`src/rtl/fpu_cmd_issuer_pkg.sv`:
```
// Shared types and constants for the FPU command issuer.
package fpu_cmd_issuer_pkg;

  localparam logic [5:0]  OP_LI_INT    = 6'b111001;
  localparam logic [5:0]  OP_LI_FLT    = 6'b111110;
  localparam logic [5:0]  OP_BIN       = 6'b000001;
  localparam logic [5:0]  OP_READ      = 6'b111000;

  // Result word reported when the watchdog aborts a command.
  localparam logic [31:0] TIMEOUT_DATA = 32'hdeadbeef;

  typedef struct packed {
    logic [5:0]  op;
    logic [4:0]  x1;
    logic [4:0]  x2;
    logic [4:0]  y;
    logic [31:0] data;
  } fpu_cmd_t;

  typedef struct packed {
    logic [31:0] data32;
    logic        data1;
    logic        err;
  } fpu_rsp_t;

  typedef enum logic [1:0] {
    IDLE,
    ISSUE,
    RESP
  } state_e;

endpackage

```
`src/rtl/fpu_cmd_issuer_if.sv`:
```
// Command, response and FPU request bundle of the issuer.
// master: the issuer itself. slave: the core plus the FPU around it.
interface fpu_cmd_issuer_if;

  logic        cmd_valid;
  logic        cmd_ready;
  logic [5:0]  cmd_op;
  logic [4:0]  cmd_x1;
  logic [4:0]  cmd_x2;
  logic [4:0]  cmd_y;
  logic [31:0] cmd_data;

  logic        rsp_valid;
  logic        rsp_ready;
  logic [31:0] rsp_data32;
  logic        rsp_data1;
  logic        rsp_err;

  logic        fpu_ready;
  logic [5:0]  fpu_operation;
  logic [4:0]  fpu_x1;
  logic [4:0]  fpu_x2;
  logic [4:0]  fpu_y;
  logic [31:0] fpu_in_data;
  logic        fpu_valid;
  logic [31:0] fpu_out_data32;
  logic        fpu_out_data1;

  modport master (
    input  cmd_valid, cmd_op, cmd_x1, cmd_x2, cmd_y, cmd_data,
    output cmd_ready,
    output rsp_valid, rsp_data32, rsp_data1, rsp_err,
    input  rsp_ready,
    output fpu_ready, fpu_operation, fpu_x1, fpu_x2, fpu_y, fpu_in_data,
    input  fpu_valid, fpu_out_data32, fpu_out_data1
  );

  modport slave (
    output cmd_valid, cmd_op, cmd_x1, cmd_x2, cmd_y, cmd_data,
    input  cmd_ready,
    input  rsp_valid, rsp_data32, rsp_data1, rsp_err,
    output rsp_ready,
    input  fpu_ready, fpu_operation, fpu_x1, fpu_x2, fpu_y, fpu_in_data,
    output fpu_valid, fpu_out_data32, fpu_out_data1
  );

endinterface

```
`src/rtl/fpu_cmd_issuer_fifo.sv`:
```
// Synchronous command FIFO with occupancy count. No bypass: a full FIFO
// refuses pushes even in a cycle where it is being popped.
module fpu_cmd_issuer_fifo
  import fpu_cmd_issuer_pkg::*;
#(
  parameter  int DEPTH = 4,
  localparam int AW    = $clog2(DEPTH)
) (
  input  logic     clk,
  input  logic     rst,
  input  logic     push_i,
  input  fpu_cmd_t wr_data_i,
  input  logic     pop_i,
  output fpu_cmd_t rd_data_o,
  output logic     full_o,
  output logic     empty_o,
  output logic [AW:0] count_o
);

  fpu_cmd_t      mem_q [DEPTH];
  logic [AW-1:0] wr_ptr_q;
  logic [AW-1:0] rd_ptr_q;
  logic [AW:0]   count_q;
  logic          do_push;
  logic          do_pop;

  assign full_o    = (count_q == (AW+1)'(DEPTH));
  assign empty_o   = (count_q == '0);
  assign do_push   = push_i && !full_o;
  assign do_pop    = pop_i && !empty_o;
  assign rd_data_o = mem_q[rd_ptr_q];
  assign count_o   = count_q;

  // Entry storage; contents are don't-care until pushed, so no reset.
  always_ff @(posedge clk) begin
    if (do_push) mem_q[wr_ptr_q] <= wr_data_i;
  end

  // Pointers wrap naturally because DEPTH is a power of two.
  always_ff @(posedge clk or posedge rst) begin
    if (rst) begin
      wr_ptr_q <= '0;
      rd_ptr_q <= '0;
      count_q  <= '0;
    end else begin
      if (do_push) wr_ptr_q <= wr_ptr_q + 1'b1;
      if (do_pop)  rd_ptr_q <= rd_ptr_q + 1'b1;
      case ({do_push, do_pop})
        2'b10:   count_q <= count_q + 1'b1;
        2'b01:   count_q <= count_q - 1'b1;
        default: count_q <= count_q;
      endcase
    end
  end

endmodule

```
`src/rtl/fpu_cmd_issuer.sv`:
```
// FPU command issuer: buffers core commands and drives them one at a time
// onto the FPU request bus, returning each result to the core in order.
// Optional watchdog on the FPU handshake: define FPU_CMD_ISSUER_TIMEOUT_EN.
//
//   state | meaning
//   IDLE  | no command at the FPU; pops the FIFO head when one is present
//   ISSUE | fpu_ready high, fields frozen, waiting for fpu_valid
//   RESP  | result held on rsp_* until the core takes it
module fpu_cmd_issuer
  import fpu_cmd_issuer_pkg::*;
#(
  parameter int DEPTH          = 4,
  parameter int TIMEOUT_CYCLES = 1024
) (
  input  logic                   clk,
  input  logic                   rst,
  fpu_cmd_issuer_if.master       bus,
  output logic                   busy,
  output logic [$clog2(DEPTH):0] fifo_count
);

  if ((DEPTH < 2) || ((DEPTH & (DEPTH - 1)) != 0)) begin : g_bad_depth
    $error("fpu_cmd_issuer: DEPTH must be a power of two >= 2");
  end
  if (TIMEOUT_CYCLES < 1) begin : g_bad_timeout
    $error("fpu_cmd_issuer: TIMEOUT_CYCLES must be >= 1");
  end

  fpu_cmd_t push_cmd;
  fpu_cmd_t head_cmd;
  logic     fifo_full;
  logic     fifo_empty;
  logic     pop;

  state_e   state_q,     state_d;
  fpu_cmd_t cmd_q,       cmd_d;
  logic     fpu_ready_q, fpu_ready_d;
  logic     rsp_valid_q, rsp_valid_d;
  fpu_rsp_t rsp_q,       rsp_d;

`ifdef FPU_CMD_ISSUER_TIMEOUT_EN
  localparam int TW = $clog2(TIMEOUT_CYCLES + 1);
  localparam logic [TW-1:0] TO_LAST = TW'(TIMEOUT_CYCLES - 1);
  logic [TW-1:0] to_cnt_q, to_cnt_d;
`endif

  assign push_cmd = {bus.cmd_op, bus.cmd_x1, bus.cmd_x2, bus.cmd_y, bus.cmd_data};

  fpu_cmd_issuer_fifo #(.DEPTH(DEPTH)) u_fifo (
    .clk       (clk),
    .rst       (rst),
    .push_i    (bus.cmd_valid),
    .wr_data_i (push_cmd),
    .pop_i     (pop),
    .rd_data_o (head_cmd),
    .full_o    (fifo_full),
    .empty_o   (fifo_empty),
    .count_o   (fifo_count)
  );

  assign bus.cmd_ready     = !fifo_full;
  assign bus.fpu_ready     = fpu_ready_q;
  assign bus.fpu_operation = cmd_q.op;
  assign bus.fpu_x1        = cmd_q.x1;
  assign bus.fpu_x2        = cmd_q.x2;
  assign bus.fpu_y         = cmd_q.y;
  assign bus.fpu_in_data   = cmd_q.data;
  assign bus.rsp_valid     = rsp_valid_q;
  assign bus.rsp_data32    = rsp_q.data32;
  assign bus.rsp_data1     = rsp_q.data1;
  assign bus.rsp_err       = rsp_q.err;
  assign busy              = (state_q != IDLE) || !fifo_empty;

  // State and output registers; reset clears fpu_ready without waiting for a clock.
  always_ff @(posedge clk or posedge rst) begin
    if (rst) begin
      state_q     <= IDLE;
      cmd_q       <= '0;
      fpu_ready_q <= 1'b0;
      rsp_valid_q <= 1'b0;
      rsp_q       <= '0;
`ifdef FPU_CMD_ISSUER_TIMEOUT_EN
      to_cnt_q    <= '0;
`endif
    end else begin
      state_q     <= state_d;
      cmd_q       <= cmd_d;
      fpu_ready_q <= fpu_ready_d;
      rsp_valid_q <= rsp_valid_d;
      rsp_q       <= rsp_d;
`ifdef FPU_CMD_ISSUER_TIMEOUT_EN
      to_cnt_q    <= to_cnt_d;
`endif
    end
  end

  // Next-state and registered-output logic.
  always_comb begin
    state_d     = state_q;
    cmd_d       = cmd_q;
    fpu_ready_d = fpu_ready_q;
    rsp_valid_d = rsp_valid_q;
    rsp_d       = rsp_q;
    pop         = 1'b0;
`ifdef FPU_CMD_ISSUER_TIMEOUT_EN
    to_cnt_d    = to_cnt_q;
`endif
    unique case (state_q)
      IDLE: begin
        if (!fifo_empty) begin
          pop         = 1'b1;
          cmd_d       = head_cmd;
          fpu_ready_d = 1'b1;
          state_d     = ISSUE;
`ifdef FPU_CMD_ISSUER_TIMEOUT_EN
          to_cnt_d    = '0;
`endif
        end
      end
      ISSUE: begin
        // A valid on the same edge as the timeout counts as a normal completion.
        if (bus.fpu_valid) begin
          rsp_d.data32 = bus.fpu_out_data32;
          rsp_d.data1  = bus.fpu_out_data1;
          rsp_d.err    = 1'b0;
          fpu_ready_d  = 1'b0;
          rsp_valid_d  = 1'b1;
          state_d      = RESP;
        end
`ifdef FPU_CMD_ISSUER_TIMEOUT_EN
        else if (to_cnt_q == TO_LAST) begin
          rsp_d.data32 = TIMEOUT_DATA;
          rsp_d.data1  = 1'b0;
          rsp_d.err    = 1'b1;
          fpu_ready_d  = 1'b0;
          rsp_valid_d  = 1'b1;
          state_d      = RESP;
        end else begin
          to_cnt_d = to_cnt_q + 1'b1;
        end
`endif
      end
      RESP: begin
        if (bus.rsp_ready) begin
          rsp_valid_d = 1'b0;
          state_d     = IDLE;
        end
      end
      default: state_d = IDLE;
    endcase
  end

endmodule

```
`src/flat_wrapper.sv`:
```
// flat-port wrapper written by rule: the top's interface ports become plain ports
module fpu_cmd_issuer_flat import fpu_cmd_issuer_pkg::*;
#(
  parameter int DEPTH          = 4,
  parameter int TIMEOUT_CYCLES = 1024
)
  (clk, rst, busy, fifo_count, bus_cmd_valid, bus_cmd_op, bus_cmd_x1, bus_cmd_x2, bus_cmd_y, bus_cmd_data, bus_cmd_ready, bus_rsp_valid, bus_rsp_data32, bus_rsp_data1, bus_rsp_err, bus_rsp_ready, bus_fpu_ready, bus_fpu_operation, bus_fpu_x1, bus_fpu_x2, bus_fpu_y, bus_fpu_in_data, bus_fpu_valid, bus_fpu_out_data32, bus_fpu_out_data1);
  fpu_cmd_issuer_if bus_i ();
  input  logic clk;
  input  logic rst;
  output logic busy;
  output logic [$clog2(DEPTH):0] fifo_count;
  input wire logic [$bits(bus_i.cmd_valid)-1:0] bus_cmd_valid;
  input wire logic [$bits(bus_i.cmd_op)-1:0] bus_cmd_op;
  input wire logic [$bits(bus_i.cmd_x1)-1:0] bus_cmd_x1;
  input wire logic [$bits(bus_i.cmd_x2)-1:0] bus_cmd_x2;
  input wire logic [$bits(bus_i.cmd_y)-1:0] bus_cmd_y;
  input wire logic [$bits(bus_i.cmd_data)-1:0] bus_cmd_data;
  output wire logic [$bits(bus_i.cmd_ready)-1:0] bus_cmd_ready;
  output wire logic [$bits(bus_i.rsp_valid)-1:0] bus_rsp_valid;
  output wire logic [$bits(bus_i.rsp_data32)-1:0] bus_rsp_data32;
  output wire logic [$bits(bus_i.rsp_data1)-1:0] bus_rsp_data1;
  output wire logic [$bits(bus_i.rsp_err)-1:0] bus_rsp_err;
  input wire logic [$bits(bus_i.rsp_ready)-1:0] bus_rsp_ready;
  output wire logic [$bits(bus_i.fpu_ready)-1:0] bus_fpu_ready;
  output wire logic [$bits(bus_i.fpu_operation)-1:0] bus_fpu_operation;
  output wire logic [$bits(bus_i.fpu_x1)-1:0] bus_fpu_x1;
  output wire logic [$bits(bus_i.fpu_x2)-1:0] bus_fpu_x2;
  output wire logic [$bits(bus_i.fpu_y)-1:0] bus_fpu_y;
  output wire logic [$bits(bus_i.fpu_in_data)-1:0] bus_fpu_in_data;
  input wire logic [$bits(bus_i.fpu_valid)-1:0] bus_fpu_valid;
  input wire logic [$bits(bus_i.fpu_out_data32)-1:0] bus_fpu_out_data32;
  input wire logic [$bits(bus_i.fpu_out_data1)-1:0] bus_fpu_out_data1;
  assign bus_i.cmd_valid = bus_cmd_valid;
  assign bus_i.cmd_op = bus_cmd_op;
  assign bus_i.cmd_x1 = bus_cmd_x1;
  assign bus_i.cmd_x2 = bus_cmd_x2;
  assign bus_i.cmd_y = bus_cmd_y;
  assign bus_i.cmd_data = bus_cmd_data;
  assign bus_cmd_ready = bus_i.cmd_ready;
  assign bus_rsp_valid = bus_i.rsp_valid;
  assign bus_rsp_data32 = bus_i.rsp_data32;
  assign bus_rsp_data1 = bus_i.rsp_data1;
  assign bus_rsp_err = bus_i.rsp_err;
  assign bus_i.rsp_ready = bus_rsp_ready;
  assign bus_fpu_ready = bus_i.fpu_ready;
  assign bus_fpu_operation = bus_i.fpu_operation;
  assign bus_fpu_x1 = bus_i.fpu_x1;
  assign bus_fpu_x2 = bus_i.fpu_x2;
  assign bus_fpu_y = bus_i.fpu_y;
  assign bus_fpu_in_data = bus_i.fpu_in_data;
  assign bus_i.fpu_valid = bus_fpu_valid;
  assign bus_i.fpu_out_data32 = bus_fpu_out_data32;
  assign bus_i.fpu_out_data1 = bus_fpu_out_data1;
  fpu_cmd_issuer #(.DEPTH(DEPTH), .TIMEOUT_CYCLES(TIMEOUT_CYCLES)) u_core (.clk(clk), .rst(rst), .bus(bus_i), .busy(busy), .fifo_count(fifo_count));
endmodule
```
`config.mk`:
```
export PLATFORM = sky130hd
export DESIGN_NAME = fpu_cmd_issuer_flat
export DESIGN_NICKNAME = d
export VERILOG_FILES = /design/src/rtl/fpu_cmd_issuer_pkg.sv /design/src/rtl/fpu_cmd_issuer_if.sv /design/src/rtl/fpu_cmd_issuer_fifo.sv /design/src/rtl/fpu_cmd_issuer.sv /design/src/flat_wrapper.sv
export SDC_FILE = /design/constraint.sdc
export NUM_CORES = 1
export LEC_CHECK = 0
export CORE_MARGIN = 2
export CORE_UTILIZATION = 55
export DETAILED_ROUTE_END_ITERATION = 10
export PLACE_DENSITY = 0.83
export SLEW_MARGIN = 10
export SYNTH_ARGS = -nofsm -noshare
export SYNTH_HDL_FRONTEND = slang
export SYNTH_SLANG_ARGS = --single-unit
```
`constraint.sdc`:
```
create_clock -name clk -period 6.59 [get_ports clk]
set_input_delay 0.9885 -clock clk [delete_from_list [all_inputs] [get_ports clk]]
set_output_delay 0.9885 -clock clk [all_outputs]
set_load 0.1 [all_outputs]
```
==> results, run 1 <==
- The most used flip-flop cell after synthesis is edfxtp_1.
- The cell at the root of the clock tree is clkbuf_16.
- The H-tree depth is 1.
- For the pin with the worst max-slew slack, the measured transition is between 1 and 1.5 ns.
- In this run the cell area measured after placement is roughly 14000 sq um.
- Each instance of the synthesized netlist takes up on average about 22 sq um.
- The final instance area is between 10000 and 15000 sq um.
- The setup violation total in the final timing report is 0.
- Leaving out fill and tap cells, the most frequent cell in the layout is edfxtp_1.
- The beginning of the worst hold path is u_core.bus.fpu_x1[2]$_DFFE_PP0P_.
- The final setup skew is 0.009137 ns.
- The cell row count is 52.
- The number of warnings printed during yosys synthesis is 0.
- During placement, the flow inserted port buffers numbering 183.
- The final routed wire length divided by cell count is about 22 um.
- In this run the worst hold path is classified as reg2reg.
- In the layout the commonest cells are 212 x edfxtp_1, 183 x clkdlybuf4s50_1, 95 x dfrtp_1.
- The global routing usage summed across all routing layers is 0.2019.
- The global placement routability congestion is around 0.74.
- Dividing the detail-routed via count by the number of cells gives around 5.5.
- The normalized max-slew margin is 0.2819.
- The minimum hold slack is 0.5032 ns.
- In the routed design, unresolved DRC markers number 0.
- The critical path is of the reg2out type.
- In this run the post-CTS setup repair buffer count came out at 0.
- Subtracting the final worst setup slack from the clock period gives between 3 and 4 ns.
- Of the synthesized area, sequential elements account for 0.7623.
- The area share of the largest cell type after synthesis is 0.5518.
- The area growth from synthesis to layout is 26.54%.
- The later pin in the worst-skew pair is clocked with a latency of between 0.5 and 0.6 ns.
- The die span in x is roughly 150 um.
- The pin count of the biggest net entering global routing is 69.
- The share of layout cells above drive strength 1 is 0.2703.
- The number of enable flip-flop cells after synthesis is 212.
- The via count of the first global-routing pass is 6106.
- The maximum root-to-sink buffer count is 3.
- The area enclosed by the die boundary is between 20000 and 25000 sq um.
- The number of vias after detailed routing is between 5000 and 6000.
- The area of the core is approximately 20000 sq um.
- The run finished with clean final reports.
- The worst setup path is launched from a flip-flop.
- The synthesized design contains a little over 300 register bits.
- Clock-pin slew was measured on the worst setup and hold paths at around 0.060 ns.
- The number of antenna violations at the first check in global routing is 1.
- The fraction of registers with async set/reset is 0.3139.
- The chip height is between 100 and 150 um.
- The critical-path maximum fanout is 5.
- Of the available clock period, the critical path in the final layout requires 0.5368.
- The final count of pins violating max slew is 0.
- The kind of end point of the critical path is an output port.
- The number of hold-repair buffers added at the cts stage is 0.
- The data required time of the critical path is 5.60 ns.
- The iteration count of the initial detailed-routing pass is 4.
- The final layout contains 813 nets.
- The final HPWL from detailed placement is between 10000 and 15000 um.
- Data arrives at the worst endpoint at 2.55 ns.
- The clock net sink count is ~300.
- Derived from the worst setup path, the maximum achievable clock frequency is about 280 MHz.
- The tool flagged a number of max-cap violations equal to 0.
- The initial cell density of the core is 0.5647.
- The library cell contributing the largest single delay on the critical path is clkdlybuf4s50_1.
- In this run the remaining antenna-violating nets after routing total 0.
- The timing startpoint of the critical path is u_core.u_fifo.count_o[0]$_DFFE_PP0P_.
- The number of hold violations in the final report was 0.
- The total nets after synthesis is slightly above 600.
- After synthesis, the cell types taking the most area are edfxtp_1 55%, dfrtp_1 21%, mux4_2 9.4%, mux2_2 6.8%, mux2_4 2.2%.
- After filler insertion, the fill cell instance count of the layout stands at ~1200.
- The number of DRC markers after the initial detailed-route iteration is slightly below 300.
- The largest area contributor in the netlist is edfxtp_1.
- Wires add up to around 22000 um.
- The wire length of the first global-routing pass is roughly 34000 um.
- The number of distinct library cell variants in the gate-level netlist after synthesis is 31.
- Gates resized during post-CTS repair numbered 0.
- In this run the critical register-to-register path is launched from u_core.state_q[0]$_DFFE_PP0P_.
- Traced cell by cell, the critical path runs through or3_4, nand2b_1, clkdlybuf4s50_1.
- Together, buffers and inverters on the worst path number 1.
- The sum of overflow across all layers after global routing is 0.
- The number of buffers created by CTS is 30.
- The largest stage delay on the critical path is around 1 ns.
- Setup total negative slack on the finished layout was measured at 0 ns.
- Setup repair after global routing left no endpoint under its margin.
- Summing every instance area after synthesis gives approximately 12000 sq um.
- The I/O pin count is roughly 190.
- The CTS tree is built.
- The gate count of the mapped netlist is 516.
- On the critical path the largest part of the delay comes from buffers and inverters.
## per-stage QoR
| stage | worst slack, ns | utilization | std cells |
|---|---|---|---|
| final | 3.053 | 0.7145 | 1011 |
| after detailed placement | 3.626 | 0.6657 | 954 |
| after global placement | 3.639 | 0.6657 | 954 |
| after floorplan | 2.898 | - | 516 |
| after CTS | 3.030 | 0.7144 | 1010 |
| after global routing | 3.000 | 0.7144 | 1010 |
## metal layers
metal	track usage	up-vias	routed length (um)
met5	0	-	0
met4	0.04952	0	481
met3	0.05688	36	1780
met2	0.3530	215	11090
met1	0.2526	2849	8582
li1	-	2445	-
## logic make-up after synthesis
group | share of synthesized area
buf+inv | 0.01822
simple gates | 0.009111
other cells | 0.0003251
fa+ha+maj | 0.007158
flops | 0.7623
mux | 0.1964
xor+xnor | 0.004555
compound gates | 0.001952
## worst paths after layout
path	to	slack, ns	depth (start not counted)
worst min register to register	u_core.bus.fpu_x1[2]$_DFFE_PP0P_	0.50	1
worst max-delay path	busy	3.05	3
max in group asynchronous	u_core.u_fifo.rd_ptr_q[0]$_DFFE_PP0P_	4.45	3
min in group asynchronous	u_core.bus.fpu_in_data[30]$_DFFE_PP0P_	0.85	2
worst max register to register	u_core.u_fifo.count_o[2]$_DFFE_PP0P_	3.88	9
worst min-delay path	u_core.bus.fpu_x1[2]$_DFFE_PP0P_	0.50	1
## registers in the layout, indices dropped and copies added (netlist names), 3 cells and up
name                      cells
u_core.u_fifo.count_o         3
u_core.bus.fpu_x2             5
u_core.bus.fpu_y              5
u_core.bus.fpu_x1             5
u_core.u_fifo.mem_q         212
u_core.bus.fpu_operation      6
u_core.bus.rsp_data32        32
u_core.bus.fpu_in_data       32
## cells in the mapped netlist (2+ instances only)
master    count
mux4_2       48
inv_1         9
edfxtp_1    212
buf_2         6
mux2_2       70
xnor2_1       4
nor2_1        3
clkbuf_1      5
dfrtp_1      97
mux4_1        5
buf_6         8
mux2_4       17
and3_1        4
buf_8         2
ha_1          5
xor2_1        2
nand2_1       4
a21oi_1       2
## worst register-to-register path, delay by kind of cell, from the launching register on
kind / cells / cell delay (ns)
simple gates: 3 / 0.98
fa+ha+maj: 2 / 0.59
flops: 1 / 0.42
xor+xnor: 2 / 0.33
buf+inv: 2 / 0.32
## area by class of cell
cell class	count	area [sq um]	share of cell area
sequential	309	8798	0.6027
multi-input combinational	176	2542	0.1742
timing repair buffer	190	1884	0.1291
clock buffer	40	859.6	0.05888
tap	270	337.8	0.02314
clock inverter	16	136.4	0.009343
inverter	9	36.28	0.002486
antenna	1	2.502	0.0001714
Power of run 1 is not shown: default switching activity piles up to over one toggle a cycle in this logic, so the estimate is an artifact.
==> run 2, diff against run 1 <==
--- a/config.mk
+++ b/config.mk
@@ -6,9 +6,9 @@
 export NUM_CORES = 1
 export LEC_CHECK = 0
 export CORE_MARGIN = 2
-export CORE_UTILIZATION = 55
+export CORE_UTILIZATION = 48
 export DETAILED_ROUTE_END_ITERATION = 10
-export PLACE_DENSITY = 0.83
+export PLACE_DENSITY = 0.77
 export SLEW_MARGIN = 10
 export SYNTH_ARGS = -nofsm -noshare
 export SYNTH_HDL_FRONTEND = slang
==> constraint.sdc (replaced) <==
create_clock -name clk -period 3.2 [get_ports clk]
set_input_delay 0.48 -clock clk [delete_from_list [all_inputs] [get_ports clk]]
set_output_delay 0.48 -clock clk [all_outputs]
set_load 0.1 [all_outputs]
==> results, run 2 (synthesis results as in run 1) <==
- The flow ran to the end, and the final reports show no timing, DRC or antenna violations.
- The die span in x is about 160 um.
- The count of buffer and inverter cells on the critical path is 1.
- The kind of cell with the highest combined delay along the critical path is buffers and inverters.
- The kind of end point of the critical path is an output port.
- The worst path needs 2.549 ns of the cycle, external delays included.
- For this run the aggregate overflow at the end of global routing stands at 0.
- Post-CTS repair changed the size of 0 cells.
- The total area inside the core boundary comes to 23540 sq um.
- The worst min-delay path category is in2async.
- Hold repair after CTS inserted 0 buffers.
- The source-to-sink clock delay at the later pin of the worst-skew pair is between 0.5 and 0.6 ns.
- Buffers placed on the I/O ports in this run total approximately 180.
- The type of the worst setup path is reg2out.
- The tool flagged a number of max-cap violations equal to 0.
- The I/O pin count is 185.
- The post-place setup slack is 0.8476 ns.
- In this run, the number of DRC markers left after iteration 0 of detailed routing was about 330.
- The H-tree depth is 1.
- The worst path meets setup with between 0.6 and 0.7 ns of slack.
- Along the worst path, the maximum fanout reaches 2.
- Entering global routing, the biggest net connects between 40 and 50 pins.
- Detailed placement ended at an HPWL of 13800 um.
- The count of cell instances traversed by the critical path is 1.
- Using the TritonRoute via totals, the vias-per-cell ratio works out to 5.236.
- Traced cell by cell, the critical path runs through clkdlybuf4s50_1.
- The number of hold violations in the final report is 0.
- For this configuration, the core starts out at a cell density of 0.4900.
- For this run, the top clock speed supported by timing is between 300 and 400 MHz.
- After filler insertion, the fill cell instance count of the layout stands at approximately 1700.
- For this run, design rule violations remaining after detail routing come to 0.
- Dividing the detail-routed wire length by the instance count gives 20.52 um.
- The total wire length is approximately 22000 um.
- The clock arrives with approximately 0.008 ns of skew.
- The final count of pins violating max slew is 0.
- In the layout the commonest cells are 212 x edfxtp_1, 131 x clkdlybuf4s50_1, 94 x dfrtp_1.
- The timing startpoint of the critical path is u_core.bus.fpu_x2[4]$_DFFE_PP0P_.
- Ranked by flip-flop count, first place goes to u_core.u_fifo.mem_q.
- The maximum root-to-sink buffer count is 3.
- Clock-pin slew was measured on the worst setup and hold paths at approximately 0.060 ns.
- The logic depth of the worst register-to-register path is 9.
- Of the cells placed in the final design, the portion with a size suffix greater than 1 is 0.3520.
- The initialized floorplan defines between 50 and 60 standard-cell rows.
- The flip-flop count of the largest register, all copies and words added is between 200 and 250.
- The library cell used most frequently in the layout, excluding fill and tap cells, is edfxtp_1.
- STA puts the critical path data arrival time at 2.07 ns.
- The global routing usage summed across all routing layers is 0.1733.
- In this run the critical register-to-register path is captured at u_core.u_fifo.count_o[2]$_DFFE_PP0P_.
- From bottom edge to top edge, the die measures between 150 and 200 um.
- In the finished design, the share of the clock period the worst path needs comes to 0.7965.
- Setup repair after global routing left no endpoint under its margin.
- The wire length of the first global-routing pass is 34340 um.
- Summing all multi-input logic gate instances after layout gives roughly 2500 sq um.
- Counting the buffers created by CTS gives 30.
- Leaving out filler cells and counting taps, the final layout contains 1069.
- The routed layout has 5597 vias.
- At the pin with the least slew margin, the transition time is about 1.0 ns.
- The largest individual stage delay along the critical path comes from the cell clkdlybuf4s50_1.
- Routability-driven placement finished with a final weighted congestion of 0.8066.
- The count of nets left with antenna violations once routing finished came out at 0.
- After the last flow step, the layout net total stands at around 820.
- In this run the worst setup path terminates at bus_fpu_x2[4].
- The via count of the first global-routing pass is 6048.
- The normalized max-slew margin is 0.3331.
- The iteration count of the initial detailed-routing pass is 4.
- In this run the register-to-register setup slack is ~0.91 ns.
- The repair_antennas step left the layout with diodes totalling 0.
- The launching element type of the critical path is a flip-flop.
- The cell at the root of the clock tree is clkbuf_16.
- Registers take a little under 9000 sq um.
- In this run the critical register-to-register path is launched from u_core.u_fifo.count_o[0]$_DFFE_PP0P_.
- From synthesis to final layout, the design area changed by 27.43%.
- The setup violation total in the final timing report is 0.
- The clock net sink count is about 310.
- The number of antenna violations at the first check in global routing is 0.
- The largest stage delay on the critical path is between 1 and 1.5 ns.
- Buffers added to address setup during post-CTS repair amount to 0.
- The count of placed standard cells including taps is approximately 1000.
- TritonCTS built the clock tree.
- The area enclosed by the die boundary is between 20000 and 30000 sq um.
- STA puts the critical path data required time at ~2.7 ns.
[run 2: changes by cell type in the layout (fill, tap and decap cells not counted)]
cell	delta
clkinv_1	-2
diode_2	-1
bufinv_16	+3
clkinvlp_4	+1
clkdlybuf4s50_1	-52
inv_8	-1
buf_12	+2
dfrtp_1	-1
clkbuf_1	+1
clkinv_2	-2
dfrtp_2	+1
buf_4	+60
[run 2: through the flow]
step           hold slack (ns)    util  area [sq um]  setup TNS [ns]
2_1_floorplan           0.4945       -         11540        -0.03422
3_3_place_gp            0.4734  0.5790         13630               0
3_5_place_dp            0.4927  0.5790         13630               0
4_1_cts                 0.3948  0.6244         14700               0
5_1_grt                 0.4410  0.6244         14700               0
6_report                0.3786  0.6244         14700               0
[run 2: how the worst min path moves through the flow]
stage / to / from / slack [ns]
floorplan: u_core.state_q[1]$_DFFE_PP0P_ / u_core.state_q[0]$_DFFE_PP0P_ / 0.49
global placement: u_core.bus.fpu_ready$_DFFE_PP0P_ / u_core.bus.fpu_ready$_DFFE_PP0P_ / 0.47
detailed placement: u_core.bus.fpu_in_data[29]$_DFFE_PP0P_ / u_core.bus.fpu_in_data[29]$_DFFE_PP0P_ / 0.49
CTS: u_core.bus.rsp_data32[31]$_DFFE_PP0P_ / rst / 0.39
global route: u_core.bus.rsp_data32[21]$_DFFE_PP0P_ / rst / 0.44
finish: u_core.bus.rsp_data32[31]$_DFFE_PP0P_ / rst / 0.38
[run 2: cell type report]
type | count | share of cell area
flip-flops and latches | 309 | 0.5986
multi-input cells | 176 | 0.1730
repair buffers | 200 | 0.1261
clock buffers | 41 | 0.05873
well taps | 319 | 0.02715
clock inverters | 15 | 0.01396
inverters | 9 | 0.002468
[run 2: layer usage]
layer / GRT usage / share of wire / vias up
li1: - / - / 2457
met1: 0.2301 / 0.42 / 2888
met2: 0.2917 / 0.49 / 218
met3: 0.04246 / 0.064 / 34
met4: 0.04298 / 0.021 / 0
met5: 0 / 0 / -
Power of run 2 is left out for the same reason.
==> run 3, diff against run 2 <==
--- a/config.mk
+++ b/config.mk
@@ -6,9 +6,9 @@
 export NUM_CORES = 1
 export LEC_CHECK = 0
 export CORE_MARGIN = 2
-export CORE_UTILIZATION = 48
+export CORE_UTILIZATION = 53
 export DETAILED_ROUTE_END_ITERATION = 10
-export PLACE_DENSITY = 0.77
+export PLACE_DENSITY = 0.8
 export SLEW_MARGIN = 10
 export SYNTH_ARGS = -nofsm -noshare
 export SYNTH_HDL_FRONTEND = slang
==> constraint.sdc (replaced) <==
create_clock -name clk -period 2.56 [get_ports clk]
set_input_delay 0.384 -clock clk [delete_from_list [all_inputs] [get_ports clk]]
set_output_delay 0.384 -clock clk [all_outputs]
set_load 0.1 [all_outputs]
==> results, run 3 (synthesis results as in run 1) <==
- The cell family with the largest share of critical-path delay is simple AND/OR/NAND/NOR gates.
- The post-CTS repair timing setup buffer count is 0.
- Adding up every negative setup slack in the final design gives 0 ns.
- The clock net sink count is between 300 and 400.
- The initialized floorplan defines 53 standard-cell rows.
- The routed via count divided by cell count is 5.403.
- For this configuration, the core starts out at a cell density of 0.5436.
- The largest stage delay on the critical path is about 0.44 ns.
- The area overhead of the layout relative to synthesis is 25.76%.
- The CTS tree is built.
- STA classifies the critical path endpoint as an output port.
- The count of buffers added on input and output ports is 183.
- The critical path goes through or3_4, nand2b_1, buf_4.
- The final routed wire length divided by cell count is between 20 and 25 um.
- The register with the highest flop count is u_core.u_fifo.mem_q.
- No sink is reached through more buffers than the 3 on the longest clock path.
- After detailed routing, the number of remaining DRC violations is 0.
- The total of cells resized after clock tree synthesis is 0.
- The region available for standard cell placement spans approximately 21000 sq um.
- The H-tree depth is 1.
- The critical path is of the reg2out type.
- The via count of the first global-routing pass was about 6000.
- The wire length of the first global-routing pass is about 32000 um.
- Timing would allow up to roughly 460 MHz.
- The clock-pin slew on the worst setup and hold paths is ~0.06 ns.
- Buffers inserted during clock tree synthesis total 30.
- The worst min-delay path category is in2async.
- Setup repair after global routing left no endpoint under its margin.
- Summed over all layers, the routed wires come to between 20000 and 25000 um.
- For the worst setup path, the data required time is about 2.2 ns.
- The detailed router finished its first iteration with about 180 violations.
- The number of hold violations in the final report was 0.
- The cell at the root of the clock tree is clkbuf_16.
- Detailed placement finished with a half-perimeter wire length of ~13000 um.
- Across the run, the number of max-cap violations was 0.
- Leaving out fill and tap cells, the most frequent cell in the layout is edfxtp_1.
- The number of antenna violations at the first check in global routing is 0.
- The library cells used most frequently in the layout, excluding fill and tap cells, are 212 x edfxtp_1, 97 x buf_4, 92 x dfrtp_1.
- The final setup skew is 0.006117 ns.
- For this run, the total global-route usage over all layers was measured as 0.1852.
- The launching element type of the critical path is a flip-flop.
- The portion of the clock cycle consumed by the worst path in the final layout is 0.8424.
- The net count of the finished layout is 820.
- Setup violations remaining at the end of the flow were counted as 0.
- The source-to-sink clock delay at the later pin of the worst-skew pair is 0.54 ns.
- The routed layout has around 5500 vias.
- The flip-flop count of the largest register, all copies and words added is approximately 210.
- The iteration count of the initial detailed-routing pass is 4.
- The final count of pins violating max slew is 0.
- The pin count of the biggest net entering global routing is 61.
- The share of layout cells above drive strength 1 is 0.4016.
- The global placement routability congestion is 0.7365.
- The total overflow left after global routing is 0.
- Counting I/O delays and the setup requirement, the final critical path takes between 2 and 2.5 ns.
- The die covers between 20000 and 25000 sq um.
- In this run the horizontal extent of the chip is approximately 150 um.
- The I/O pin count is around 190.
- The count of nets left with antenna violations once routing finished came out at 0.
- The total inserted antenna cells is 0.
- The count of buffer and inverter cells on the critical path is 1.
- The critical-path maximum fanout is 5.
- The worst path arrival time is approximately 1.8 ns.
- The chip height is 151.5 um.
- The flow ran to the end, and the final reports show no timing, DRC or antenna violations.
- The library cell contributing the largest single delay on the critical path is dfrtp_2.
- In this run, post-CTS hold repair placed 0 buffers.
==> run 3: changes by cell type in the layout (fill, tap and decap cells not counted), moves of 2 or more <==
cell	delta
bufinv_16	-5
inv_2	+2
clkinvlp_4	-2
dfrtp_1	-2
clkdlybuf4s50_1	-41
clkbuf_1	+9
inv_1	-2
buf_4	+30
buf_12	+8
clkinv_2	-2
dfrtp_2	+2
==> run 3: per-stage QoR <==
| step | cell area, sq um | setup slack (ns) | hold WS [ns] | utilization | cells |
|---|---|---|---|---|---|
| final | 14510 | 0.4035 | 0.1158 | 0.6837 | 1022 |
| after global routing | 14510 | 0.3242 | 0.1077 | 0.6837 | 1022 |
| after CTS | 14510 | 0.3771 | 0.1049 | 0.6837 | 1022 |
| after detailed placement | 13580 | 0.3906 | 0.4740 | 0.6398 | 966 |
| after global placement | 13580 | 0.4631 | 0.4625 | 0.6398 | 966 |
| after floorplan | 11570 | 0.01992 | 0.4703 | - | 516 |
==> run 3: final cells by class <==
type / count / area, sq um
clock buffers: 50 / 897.1
clock inverters: 6 / 33.78
fillers: 1359 / 6713
inverters: 9 / 37.54
multi-input cells: 176 / 2564
flip-flops and latches: 309 / 8802
well taps: 275 / 344.1
repair buffers: 197 / 1829
==> run 3: layer usage <==
metal / global-route usage / up-vias / wire length, um
met5: 0 / - / 0
met2: 0.3360 / 172 / 11170
met4: 0.05046 / 0 / 440
met3: 0.03713 / 34 / 1395
li1: - / 2459 / -
met1: 0.2283 / 2857 / 8383
==> run 3: worst paths after layout <==
kind / slack [ns] / cells past startpoint / to / start
max in group asynchronous: 1.90 / 3 / u_core.u_fifo.count_o[2]$_DFFE_PP0P_ / rst
min reg2reg: 0.50 / 1 / u_core.u_fifo.count_o[2]$_DFFE_PP0P_ / u_core.u_fifo.count_o[2]$_DFFE_PP0P_
max: 0.40 / 3 / busy / u_core.u_fifo.count_o[0]$_DFFE_PP0P_
max reg2reg: 0.42 / 9 / u_core.u_fifo.count_o[2]$_DFFE_PP0P_ / u_core.u_fifo.count_o[0]$_DFFE_PP0P_
min: 0.12 / 2 / u_core.bus.fpu_y[0]$_DFFE_PP0P_ / rst
min in group clk: 0.47 / 2 / u_core.bus.rsp_data32[21]$_DFFE_PP0P_ / bus_fpu_out_data32[21]
Power of run 3 is left out for the same reason.
==> RTL edit, RTL diff (flow settings as in run 3) <==
Reset style: synchronous (`rst`), changed in 2 clocked blocks.
--- a/src/rtl/fpu_cmd_issuer_fifo.sv
+++ b/src/rtl/fpu_cmd_issuer_fifo.sv
@@ -37,7 +37,7 @@
   end
 
   // Pointers wrap naturally because DEPTH is a power of two.
-  always_ff @(posedge clk or posedge rst) begin
+  always_ff @(posedge clk) begin
     if (rst) begin
       wr_ptr_q <= '0;
       rd_ptr_q <= '0;
--- a/src/rtl/fpu_cmd_issuer.sv
+++ b/src/rtl/fpu_cmd_issuer.sv
@@ -72,7 +72,7 @@
   assign busy              = (state_q != IDLE) || !fifo_empty;
 
   // State and output registers; reset clears fpu_ready without waiting for a clock.
-  always_ff @(posedge clk or posedge rst) begin
+  always_ff @(posedge clk) begin
     if (rst) begin
       state_q     <= IDLE;
       cmd_q       <= '0;
Behaviour: differs if rst is asserted again (counterexample within 4 cycles, from zero or initial values and one cycle with rst high); with rst held inactive, the same outputs for 4 cycles.
==> RTL edit against run 3 <==
Final cell count increased by 7.8%; count of clock-buffer cells in the layout unchanged; design area down 3.8%; first-iteration DRC count increased by 150%; synthesized area is 4.3% lower; routed wire length rose by 4.8%; worst setup slack got worse by 0.12 ns; critical path depth is the same; sequential cell count did not move; critical path type unchanged; largest cell class unchanged.
==> RTL edit: results (changes against run 3) <==
Post-synth EDFFs=212 (unchanged); via/cell ratio=5.570 (was 5.403); r2r setup slk=0.32 ns (was 0.42 ns); I/O Buffers=183 (unchanged); CP Max Fanout=6 (was 5); starting DRC count in detailed routing=446 (was 181); Yosys warning total=0 (unchanged); first-pass GRT wire length=34.52 mm (was 32.25 mm); RR Startpoint=u_core.state_q[1]$_SDFFE_PP0P_ (was u_core.u_fifo.count_o[0]$_DFFE_PP0P_); Placer Congestion=0.7766 (was 0.7365); Syn Nets=711 (was 613); largest net degree at the start of global routing=54 (was 61); pre-CTS WS=0.3294 ns (was 0.3906 ns); initial antenna violation count=0 (unchanged); synth top area cells=edfxtp_1 58%, dfxtp_1 18%, mux4_2 11%, a22o_1 4.2%, nand2_1 2.4% (was edfxtp_1 55%, dfrtp_1 21%, mux4_2 9.4%, mux2_2 6.8%, mux2_4 2.2%); post-synthesis cell type count=36 (was 31); routed via count=6138 (was 5522); DP HPWL=13.79 mm (was 13.10 mm); outcome=finished clean (unchanged); Fill cells=1337 (was 1359); nets@finish=905 (was 820); WL final=22.41 mm (was 21.38 mm); dpl cell area=13010 sq um (was 13580 sq um); synth cell count leaders=212 x edfxtp_1, 97 x dfxtp_1, 70 x nand2_1 (was 212 x edfxtp_1, 97 x dfrtp_1, 70 x mux2_2); layout cells sized above 1=0.2668 (was 0.4016); Final Power=17.78 mW; gr usage total=0.2022 (was 0.1852); WP data arrival=1.90 ns (was 1.77 ns); Post-synth ARST share=0 (was 0.3139); placed cell count=1046 (was 966); final worst path period need=2.279 ns (was 2.156 ns); reg2reg end=u_core.u_fifo.count_o[2]$_SDFFE_PP0P_ (was u_core.u_fifo.count_o[2]$_DFFE_PP0P_); critical path's slowest cell=nor3_1 (was dfrtp_2); synthesized area per cell=17.97 sq um (was 22.36 sq um); CP Launch Point=u_core.u_fifo.count_o[2]$_SDFFE_PP0P_ (was u_core.u_fifo.count_o[0]$_DFFE_PP0P_)
RTL edit: cell types whose count changed in the layout (fill, tap and decap cells not counted), sizes merged, moves of 2 or more:
cell / before / now
buf: 107 / 111
a22o: 0 / 53
nand2: 5 / 70
mux2: 87 / 0
inv: 9 / 7
a21oi: 2 / 43
nor2: 3 / 8
dfxtp: 0 / 97
a21o: 0 / 2
dfrtp: 97 / 0
xnor2: 4 / 0
RTL edit: worst min path at each step:
| stage | end | slack (ns) | cells past startpoint |
|---|---|---|---|
| after global routing | u_core.bus.rsp_data32[28]$_SDFFE_PP0P_ | 0.39 | 3 |
| after floorplan | u_core.u_fifo.mem_q[0][0]$_DFFE_PP_ | 0.48 | 0 |
| after CTS | u_core.bus.rsp_data32[16]$_SDFFE_PP0P_ | 0.37 | 3 |
| after detailed placement | u_core.bus.rsp_data32[24]$_SDFFE_PP0P_ | 0.45 | 2 |
| final | u_core.bus.rsp_data32[5]$_SDFFE_PP0P_ | 0.40 | 3 |
| after global placement | u_core.bus.rsp_data32[23]$_SDFFE_PP0P_ | 0.44 | 2 |
RTL edit: power breakdown:
| group | switching, mW | internal [mW] |
|---|---|---|
| Combinational | 5.09 | 1.83 |
| Sequential | 0.531 | 6.20 |
| Clock | 1.71 | 2.41 |
| Total | 7.33 | 10.4 |
RTL edit: layout make-up:
class / instances / area (sq um) / area share
well taps: 270 / 337.8 / 0.02421
inverters: 7 / 26.28 / 0.001883
flip-flops and latches: 309 / 8319 / 0.5961
clock buffers: 50 / 910.9 / 0.06527
multi-input cells: 259 / 2484 / 0.1780
repair buffers: 201 / 1847 / 0.1323
clock inverters: 6 / 31.28 / 0.002241
RTL edit: cells by family after synthesis:
family          Yosys count  share of synthesized area
compound gates          103                    0.06747
xor+xnor                  2                   0.001588
fa+ha+maj                 6                   0.007484
buf+inv                  46                    0.02381
flops                   309                     0.7529
mux                      53                     0.1082
other cells               1                  0.0003398
simple gates             94                    0.03821
RTL edit: layer usage:
layer | up-vias | part of all wire | wire length [um] | global-route usage
met2 | 209 | 0.50 | 11300 | 0.3505
met3 | 28 | 0.075 | 1688 | 0.05368
met4 | 0 | 0.013 | 291 | 0.04238
met1 | 3116 | 0.41 | 9138 | 0.2602
met5 | - | 0 | 0 | 0
li1 | 2785 | - | - | -
RTL edit: worst min-delay path, stage by stage:
cell and delay (ns):
clkdlybuf4s50_1 0.40, nand2_1 0.05, a21oi_1 0.05
